### config.mk
export PLATFORM = sky130hd
export DESIGN_NAME = seq_mult_ctrl
export DESIGN_NICKNAME = d
export VERILOG_FILES = /design/src/rtl/seq_mult_pkg.sv /design/src/rtl/sign_conv.sv /design/src/rtl/seq_mult_ctrl.sv
export SDC_FILE = /design/constraint.sdc
export NUM_CORES = 1
export LEC_CHECK = 0
export ABC_AREA = 1
export CELL_PAD_IN_SITES_DETAIL_PLACEMENT = 1
export CELL_PAD_IN_SITES_GLOBAL_PLACEMENT = 1
export CORE_ASPECT_RATIO = 0.7
export CORE_MARGIN = 8
export CORE_UTILIZATION = 44
export DETAILED_ROUTE_END_ITERATION = 8
export PLACE_DENSITY = 0.94
export SKIP_LAST_GASP = 1
export SYNTH_ARGS = -nofsm -noshare
export SYNTH_HDL_FRONTEND = slang
export SYNTH_SLANG_ARGS = --single-unit
### constraint.sdc
create_clock -name clk -period 4.85 [get_ports clk]
set_clock_uncertainty 0.1 [all_clocks]
set_input_delay 0.485 -clock clk [delete_from_list [all_inputs] [get_ports clk]]
set_output_delay 0.485 -clock clk [all_outputs]
set_load 0.02 [all_outputs]
### src/rtl/seq_mult_pkg.sv
// Shared definitions for the sequential shift-and-add multiplier:
// state encodings and the counter-width helper.
package seq_mult_pkg;

   localparam logic [1:0] ST_IDLE = 2'd0;
   localparam logic [1:0] ST_RUN  = 2'd1;
   localparam logic [1:0] ST_DONE = 2'd2;

   // Smallest r with 2**r >= value; gives 1 for value=2 so the counter is never zero-width.
   function automatic int unsigned clog2(input int unsigned value);
      int unsigned r;
      r = 0;
      for (int unsigned i = 0; i < 32; i++) begin
         if ((32'd1 << i) < value) r = i + 1;
      end
      return r;
   endfunction

endpackage

### src/rtl/sign_conv.sv
// Conditional two's-complement negation: out = en ? -in : in, at width N.
module sign_conv #(
   parameter int unsigned N = 8
) (
   input  logic         en,
   input  logic [N-1:0] in,
   output logic [N-1:0] out
);

   assign out = en ? (~in + N'(1)) : in;

endmodule

### src/rtl/seq_mult_ctrl.sv
// Sequential shift-and-add multiplier, one multiplier bit per clock, with
// start/done handshake, signed/unsigned mode and optional early termination.
module seq_mult_ctrl
   import seq_mult_pkg::*;
#(
   parameter int unsigned W          = 8,
   parameter int unsigned EARLY_EXIT = 0
) (
   input  logic           clk,
   input  logic           rst,
   input  logic           start,
   input  logic           signed_mode,
   input  logic [W-1:0]   a,
   input  logic [W-1:0]   b,
   output logic           ready,
   output logic           busy,
   output logic           done,
   output logic [2*W-1:0] product
);

   localparam int unsigned CW = clog2(W);

   logic [1:0]     state_q, state_d;
   logic [2*W-1:0] mcand_q, mcand_d;
   logic [2*W-1:0] acc_q, acc_d;
   logic [2*W-1:0] product_q, product_d;
   logic [W-1:0]   mplier_q, mplier_d;
   logic [CW-1:0]  cnt_q, cnt_d;
   logic           neg_q, neg_d;

   logic [W-1:0]   mag_a, mag_b, mplier_shift;
   logic [2*W-1:0] acc_next, prod_fix;
   logic           last_iter;

   sign_conv #(.N(W)) u_mag_a (
      .en  (signed_mode & a[W-1]),
      .in  (a),
      .out (mag_a)
   );

   sign_conv #(.N(W)) u_mag_b (
      .en  (signed_mode & b[W-1]),
      .in  (b),
      .out (mag_b)
   );

   sign_conv #(.N(2*W)) u_fix (
      .en  (neg_q),
      .in  (acc_next),
      .out (prod_fix)
   );

   // Magnitudes are at most 2^(W-1) and 2^W-1, so the 2W-bit sum cannot overflow.
   always_comb begin
      acc_next     = mplier_q[0] ? (acc_q + mcand_q) : acc_q;
      mplier_shift = mplier_q >> 1;
      last_iter    = (cnt_q == CW'(W - 1)) || ((EARLY_EXIT != 0) && (mplier_shift == '0));
   end

   always_ff @(posedge clk) begin
      if (rst) state_q <= ST_IDLE;
      else     state_q <= state_d;
   end

   always_comb begin
      state_d = state_q;
      case (state_q)
         ST_IDLE: if (start) state_d = ST_RUN;
         ST_RUN:  if (last_iter) state_d = ST_DONE;
         ST_DONE: state_d = ST_IDLE;
         default: state_d = ST_IDLE;
      endcase
   end

   always_comb begin
      ready = (state_q == ST_IDLE);
      busy  = (state_q == ST_RUN);
      done  = (state_q == ST_DONE);
   end

   always_comb begin
      mcand_d   = mcand_q;
      acc_d     = acc_q;
      mplier_d  = mplier_q;
      cnt_d     = cnt_q;
      neg_d     = neg_q;
      product_d = product_q;
      if (state_q == ST_IDLE && start) begin
         mcand_d  = {{W{1'b0}}, mag_a};
         mplier_d = mag_b;
         acc_d    = '0;
         cnt_d    = '0;
         neg_d    = signed_mode & (a[W-1] ^ b[W-1]);
      end else if (state_q == ST_RUN) begin
         acc_d    = acc_next;
         mcand_d  = mcand_q << 1;
         mplier_d = mplier_shift;
         cnt_d    = cnt_q + CW'(1);
         if (last_iter) product_d = prod_fix;
      end
   end

   always_ff @(posedge clk) begin
      if (rst) begin
         mcand_q   <= '0;
         acc_q     <= '0;
         mplier_q  <= '0;
         cnt_q     <= '0;
         neg_q     <= 1'b0;
         product_q <= '0;
      end else begin
         mcand_q   <= mcand_d;
         acc_q     <= acc_d;
         mplier_q  <= mplier_d;
         cnt_q     <= cnt_d;
         neg_q     <= neg_d;
         product_q <= product_d;
      end
   end

   assign product = product_q;

endmodule

==> results_dict.tcl, run 1 <==
set metrics [dict create \
    rows 29 \
    worstSetupPathDepth 16 \
    place.gp.congestion 0.848 \
    worst_slack_ns 1.36 \
    drive_above_1_share 0.0427 \
    portBuffers 38 \
    clock_latency_ns 0.33 \
    p_leak_nw 2.35 \
    grt_setup_unrepaired "no" \
    grt_max_degree 36 \
    postCtsSetupBuffers 0 \
    vias 4778 \
    clock_path_buffers 2 \
    yosysTopAreaCell "dfxtp_1" \
    critPathTopFamily "simple AND/OR/NAND/NOR gates" \
    synthCells 671 \
    r2r-start "mplier_q[0]" \
    cts_tree "yes" \
    synthFlopType "dfxtp_1" \
    vias_per_cell 5.78 \
    avgSynthCellArea_um2 6.19 \
    grt_pass1_vias 5047 \
    finalMaxSlewViolations 0 \
    yosysTopAreaCellShare 0.299 \
    switching_power_mw 0.470 \
    grt_pass1_wl_mm 26.0 \
    drtIter0Drc 370 \
    wl_per_cell_um 19.6 \
    die_h_um 97.3 \
    cts_inserted_buffers 9 \
    place_ws_ns 1.39 \
    dr.pass1.iters 5 \
    final_area_um2 4900 \
    outcome "finished, final reports clean" \
    fin_tns_setup_ns 0 \
    antenna_cells 0 \
    synth.area.top_cells "dfxtp_1 30%, nand2_1 19%, a21oi_1 7.9%" \
    path_max_fanout 27 \
    grt_overflow 0 \
    hold_class "flop to flop" \
    dp_hpwl_mm 10.8 \
    multi_input_area_um2 2480 \
    p_int_mw 1.03 \
    netlist_area_um2 4160 \
    grt.total_usage 0.247 \
    synth_nets 712 \
    cpMaxStageDelayCell "dfxtp_1" \
    holdPathStages 2 \
    final_util 0.538 \
    final-seq-area_um2 1240 \
    ys_async_sr_fraction 0 \
    fin_crit_ns 3.49 \
    die_x_um 132 \
    core_area_um2 9110 \
    ir_worst_vdd_uv 221 \
    swShare 0.312 \
    worst-setup-path-type "flop to flop" \
    drv_cap 0 \
    start_util 0.456 \
    hold_buffers 0 \
    required_ns 4.96 \
    crit_start "mplier_q[0]" \
    period_share 0.719 \
    ys_warn_count 0 \
    fmax_mhz 287 \
    cts_sinks 62 \
    synth-seq-area-share 0.299 \
    cp.buffers_inverters 2 \
    cts_resized 0 \
    crit_chain "inv_2 -> o21ai_2 -> ha_1 -> inv_1 -> nor2_1 -> nand3_1 -> nor2_1 -> nand2_1 -> nor2_1 -> nand2_1 -> nor2_1 -> nand2_1 -> nand2_1 -> nand2_1 -> nand2_1 -> a21oi_1" \
    placed_cell_area_um2 4610 \
    p_comb_frac 0.201 \
    yosysUniqueCellTypes 37 \
    wl_mm 16.2 \
    synth_edf_count 0 \
    postRouteAntennaNets 0 \
    finalSetupViolCount 0 \
    end_kind "flop" \
    min_from "mplier_q[4]" \
    hold_violations 0 \
    final_common_cell "nand2_1" \
    start_kind "flop" \
    p_per_area_nw_per_um2 307 \
    final_cell_mix "212 x nand2_1, 88 x inv_1, 66 x a21oi_1, 62 x dfxtp_1" \
    areaGrowthSynthToFinish_pct 17.9 \
    finish.net_count 740 \
    p_seq_frac 0.372 \
    cp_slowest_stage_delay_ns 1.02 \
    die-area_um2 12900 \
    ioPinCount 39 \
    arrival_ns 3.59 \
    r2r_cells 16 \
    clkTransAtPathRegs_ns 0.06 \
    ys_seq_elements 62 \
    fillers 1240 \
    htree_num_levels 3 \
    cts_root_buf "clkbuf_16" \
    power.share.clock 0.427 \
    antenna_found_initial 0 \
    worst_pin_slew_ns 1.06 \
    drc 0 \
    cpMostUsedCell "nand2_1" \
    slew_headroom 0.294 \
]
-- cell usage after synthesis, drive strengths merged, types with 2 or more instances --
library cell / number
nand2: 215
inv: 90
a21oi: 67
dfxtp: 62
nor2: 52
o21ai: 49
nand3: 42
ha: 20
clkbuf: 17
xor2: 12
o211ai: 10
buf: 6
xnor2: 6
nor3: 4
and2: 2
nand4: 2
nor4: 2
o31ai: 2
or2: 2
-- metrics by stage --
step / instances / hold slack, ns / power, mW
floorplan: 671 / 0.342 / 0.754
global placement: 812 / 0.360 / 0.823
detailed placement: 812 / 0.367 / 0.842
CTS: 827 / 0.378 / 1.49
global route: 827 / 0.404 / 1.55
finish: 827 / 0.379 / 1.50
-- cell families after synthesis --
family | after synthesis | share of synthesized area
adders and majority gates | 21 | 0.0650
buffers and inverters | 113 | 0.105
xor gates and xnor gates | 18 | 0.0379
DFF | 62 | 0.299
AOI/OAI and AO/OA | 135 | 0.179
and+or+nand+nor | 322 | 0.315
-- registers in the layout, indices dropped and copies added (netlist names) --
register  count
neg_q         1
mcand_q      16
acc_q        16
state_q       2
mplier_q      8
cnt_q         3
product      16
-- worst register-to-register path, cell delays in order (launching register included) --
cell and delay (ns):
dfxtp_1 1.02, inv_2 0.41, o21ai_2 0.35, ha_1 0.20
inv_1 0.06, nor2_1 0.10, nand3_1 0.12, nor2_1 0.12
nand2_1 0.08, nor2_1 0.14, nand2_1 0.09, nor2_1 0.17
nand2_1 0.11, nand2_1 0.08, nand2_1 0.08, nand2_1 0.07
a21oi_1 0.06
-- worst paths after layout --
kind / slack [ns] / endpoint
setup reg to reg: 1.36 / product[12]
hold reg to reg: 0.38 / mplier_q[4]
setup / recovery: 1.36 / product[12]
hold / removal: 0.38 / mplier_q[4]
-- layer usage --
layer  global-route usage  part of all wire  vias to the layer above
met1                0.312              0.45                     2347
met4               0.0704             0.023                        0
li1                     -                 -                     2203
met2                0.411              0.46                      189
met5                    0                 0                        -
met3               0.0573             0.061                       39
-- final cells by class --
class / instances / area share
clock buffers: 11 / 0.0495
repair buffers: 40 / 0.0807
flip-flops and latches: 62 / 0.253
multi-input cells: 496 / 0.506
well taps: 124 / 0.0316
clock inverters: 4 / 0.00970
inverters: 90 / 0.0689
-- power groups by stage --
stage / clock network (mW) / registers, mW / logic (mW)
final: 0.641 / 0.559 / 0.302
after global routing: 0.664 / 0.560 / 0.327
after CTS: 0.640 / 0.557 / 0.296
after detailed placement: 0 / 0.566 / 0.276
after global placement: 0 / 0.565 / 0.258
after floorplan: 0 / 0.552 / 0.202
No activity file was read; power rests on OpenSTA's default activity.
==> inputs of run 2 (changes only) <==
--- a/config.mk
+++ b/config.mk
@@ -10,9 +10,9 @@
 export CELL_PAD_IN_SITES_GLOBAL_PLACEMENT = 1
 export CORE_ASPECT_RATIO = 0.7
 export CORE_MARGIN = 8
-export CORE_UTILIZATION = 44
+export CORE_UTILIZATION = 37
 export DETAILED_ROUTE_END_ITERATION = 8
-export PLACE_DENSITY = 0.94
+export PLACE_DENSITY = 0.85
 export SKIP_LAST_GASP = 1
 export SYNTH_ARGS = -nofsm -noshare
 export SYNTH_HDL_FRONTEND = slang
==> constraint.sdc (replaced) <==
create_clock -name clk -period 3.07 [get_ports clk]
set_clock_uncertainty 0.1 [all_clocks]
set_input_delay 0.307 -clock clk [delete_from_list [all_inputs] [get_ports clk]]
set_output_delay 0.307 -clock clk [all_outputs]
set_load 0.02 [all_outputs]
==> results_dict.tcl, run 2 (synthesis results as in run 1) <==
set metrics [dict create \
    clkTransAtPathRegs_ns 0.05 \
    areaGrowthSynthToFinish_pct 20.1 \
    drv_cap 0 \
    grt_setup_unrepaired "no" \
    start_util 0.379 \
    cpMostUsedCell "nand2_1" \
    swShare 0.302 \
    cts_sinks 62 \
    core_area_um2 11000 \
    antenna_found_initial 0 \
    path_max_fanout 3 \
    cp_slowest_stage_delay_ns 0.42 \
    p_leak_nw 2.38 \
    hold_violations 0 \
    final-seq-area_um2 1240 \
    slew_headroom 0.480 \
    ioPinCount 39 \
    end_kind "flop" \
    place_ws_ns 0.259 \
    critPathTopFamily "simple AND/OR/NAND/NOR gates" \
    arrival_ns 2.90 \
    grt_max_degree 35 \
    outcome "finished, final reports clean" \
    dr.pass1.iters 4 \
    multi_input_area_um2 2490 \
    postRouteAntennaNets 0 \
    cpMaxStageDelayCell "fa_1" \
    fillers 1523 \
    stdcell_count 862 \
    place.gp.congestion 0.818 \
    dp_hpwl_mm 10.4 \
    worst-setup-path-type "flop to flop" \
    drc 0 \
    worst_pin_slew_ns 0.779 \
    final_cell_mix "212 x nand2_1, 88 x inv_1, 66 x a21oi_1, 62 x dfxtp_1, 48 x o21ai_0" \
    worst_slack_ns 0.281 \
    switching_power_mw 0.708 \
    fmax_mhz 359 \
    grt.total_usage 0.187 \
    die_x_um 143 \
    crit_chain "ha_2 -> fa_1 -> nand2_1 -> a21boi_4 -> ha_1 -> inv_1 -> nor2_1 -> nand3_1 -> nor2_1 -> nand2_1 -> nor2_2 -> nand2_1 -> nor2_2 -> nand2_1 -> nand2_1 -> nand2_1 -> nand2_1 -> a21oi_1" \
    drive_above_1_share 0.0550 \
    finalMaxSlewViolations 0 \
    p_comb_frac 0.200 \
    final_area_um2 4990 \
    wl_per_cell_um 15.9 \
    cts_root_buf "clkbuf_16" \
    drtIter0Drc 394 \
    clock_latency_ns 0.33 \
    fin_tns_setup_ns 0 \
    p_per_area_nw_per_um2 471 \
    period_share 0.909 \
    grt_pass1_wl_mm 22.9 \
    finish.net_count 746 \
    die_h_um 105 \
    p_seq_frac 0.371 \
    start_kind "flop" \
    p_int_mw 1.64 \
    placed_cell_area_um2 4690 \
    htree_num_levels 3 \
    place_inst 846 \
    hold_buffers 0 \
    clock_path_buffers 2 \
    cts_tree "yes" \
    cp.buffers_inverters 1 \
    antenna_cells 0 \
    fin_crit_ns 2.79 \
    portBuffers 38 \
    vias 4438 \
    vias_per_cell 5.15 \
    final_common_cell "nand2_1" \
    grt_pass1_vias 4724 \
    power.share.clock 0.429 \
    wl_mm 13.7 \
    finalSetupViolCount 0 \
    ir_worst_vdd_uv 309 \
    rows 32 \
    hold_class "flop to flop" \
    grt_overflow 0 \
    die-area_um2 14900 \
    required_ns 3.18 \
    cts_inserted_buffers 9 \
]
[run 2: layout make-up]
type                       count  area share
sequential                    62       0.249
clock inverter                 4     0.00953
tap                          153      0.0384
inverter                      90      0.0677
timing repair buffer          46      0.0882
clock buffer                  11      0.0486
multi-input combinational    496       0.499
[run 2: through the flow]
step	hold slack (ns)	util	power [mW]
6_report	0.373	0.455	2.35
5_1_grt	0.382	0.455	2.45
4_1_cts	0.374	0.454	2.36
3_5_place_dp	0.367	0.427	1.34
3_3_place_gp	0.353	0.427	1.31
2_1_floorplan	0.342	-	1.19
[run 2: layer usage]
metal	global-route usage	wire length [um]	vias to the layer above
met4	0.0370	78	0
met2	0.297	6060	78
li1	-	-	2217
met1	0.254	6970	2137
met5	0	0	-
met3	0.0427	636	6
[run 2: what timing repair did]
| item | 4_1_cts | 5_1_grt |
|---|---|---|
| endpoints found under the setup margin | 0 | 3 |
| setup buffers | 0 | 1 |
| gates resized for setup | 0 | 3 |
[run 2: power groups by stage]
stage	sequential (mW)	clock, mW	combinational (mW)
floorplan	0.872	0	0.319
global placement	0.885	0	0.425
detailed placement	0.888	0	0.450
CTS	0.871	1.02	0.459
global route	0.876	1.05	0.523
finish	0.872	1.01	0.469
[run 2: worst paths after layout]
check                endpoint  slack [ns]       start  cells past startpoint
hold / removal       cnt_q[2]        0.37    cnt_q[2]                      2
hold reg to reg      cnt_q[2]        0.37    cnt_q[2]                      2
setup reg to reg  product[14]        0.28  mcand_q[0]                     18
setup / recovery  product[14]        0.28  mcand_q[0]                     18
[run 2: tightest hold or removal path, stage by stage, from the launching register on]
cell and delay, ns:
dfxtp_1 0.31, nand2_1 0.06, a21oi_1 0.05
==> inputs of run 3 (changes only) <==
--- a/config.mk
+++ b/config.mk
@@ -11,6 +11,7 @@
 export CORE_ASPECT_RATIO = 0.7
 export CORE_MARGIN = 8
 export CORE_UTILIZATION = 37
+export CTS_CLUSTER_SIZE = 30
 export DETAILED_ROUTE_END_ITERATION = 8
 export PLACE_DENSITY = 0.85
 export SKIP_LAST_GASP = 1
==> results of run 3 <==
Final layout, timing and power as in run 2 (identical DEF).
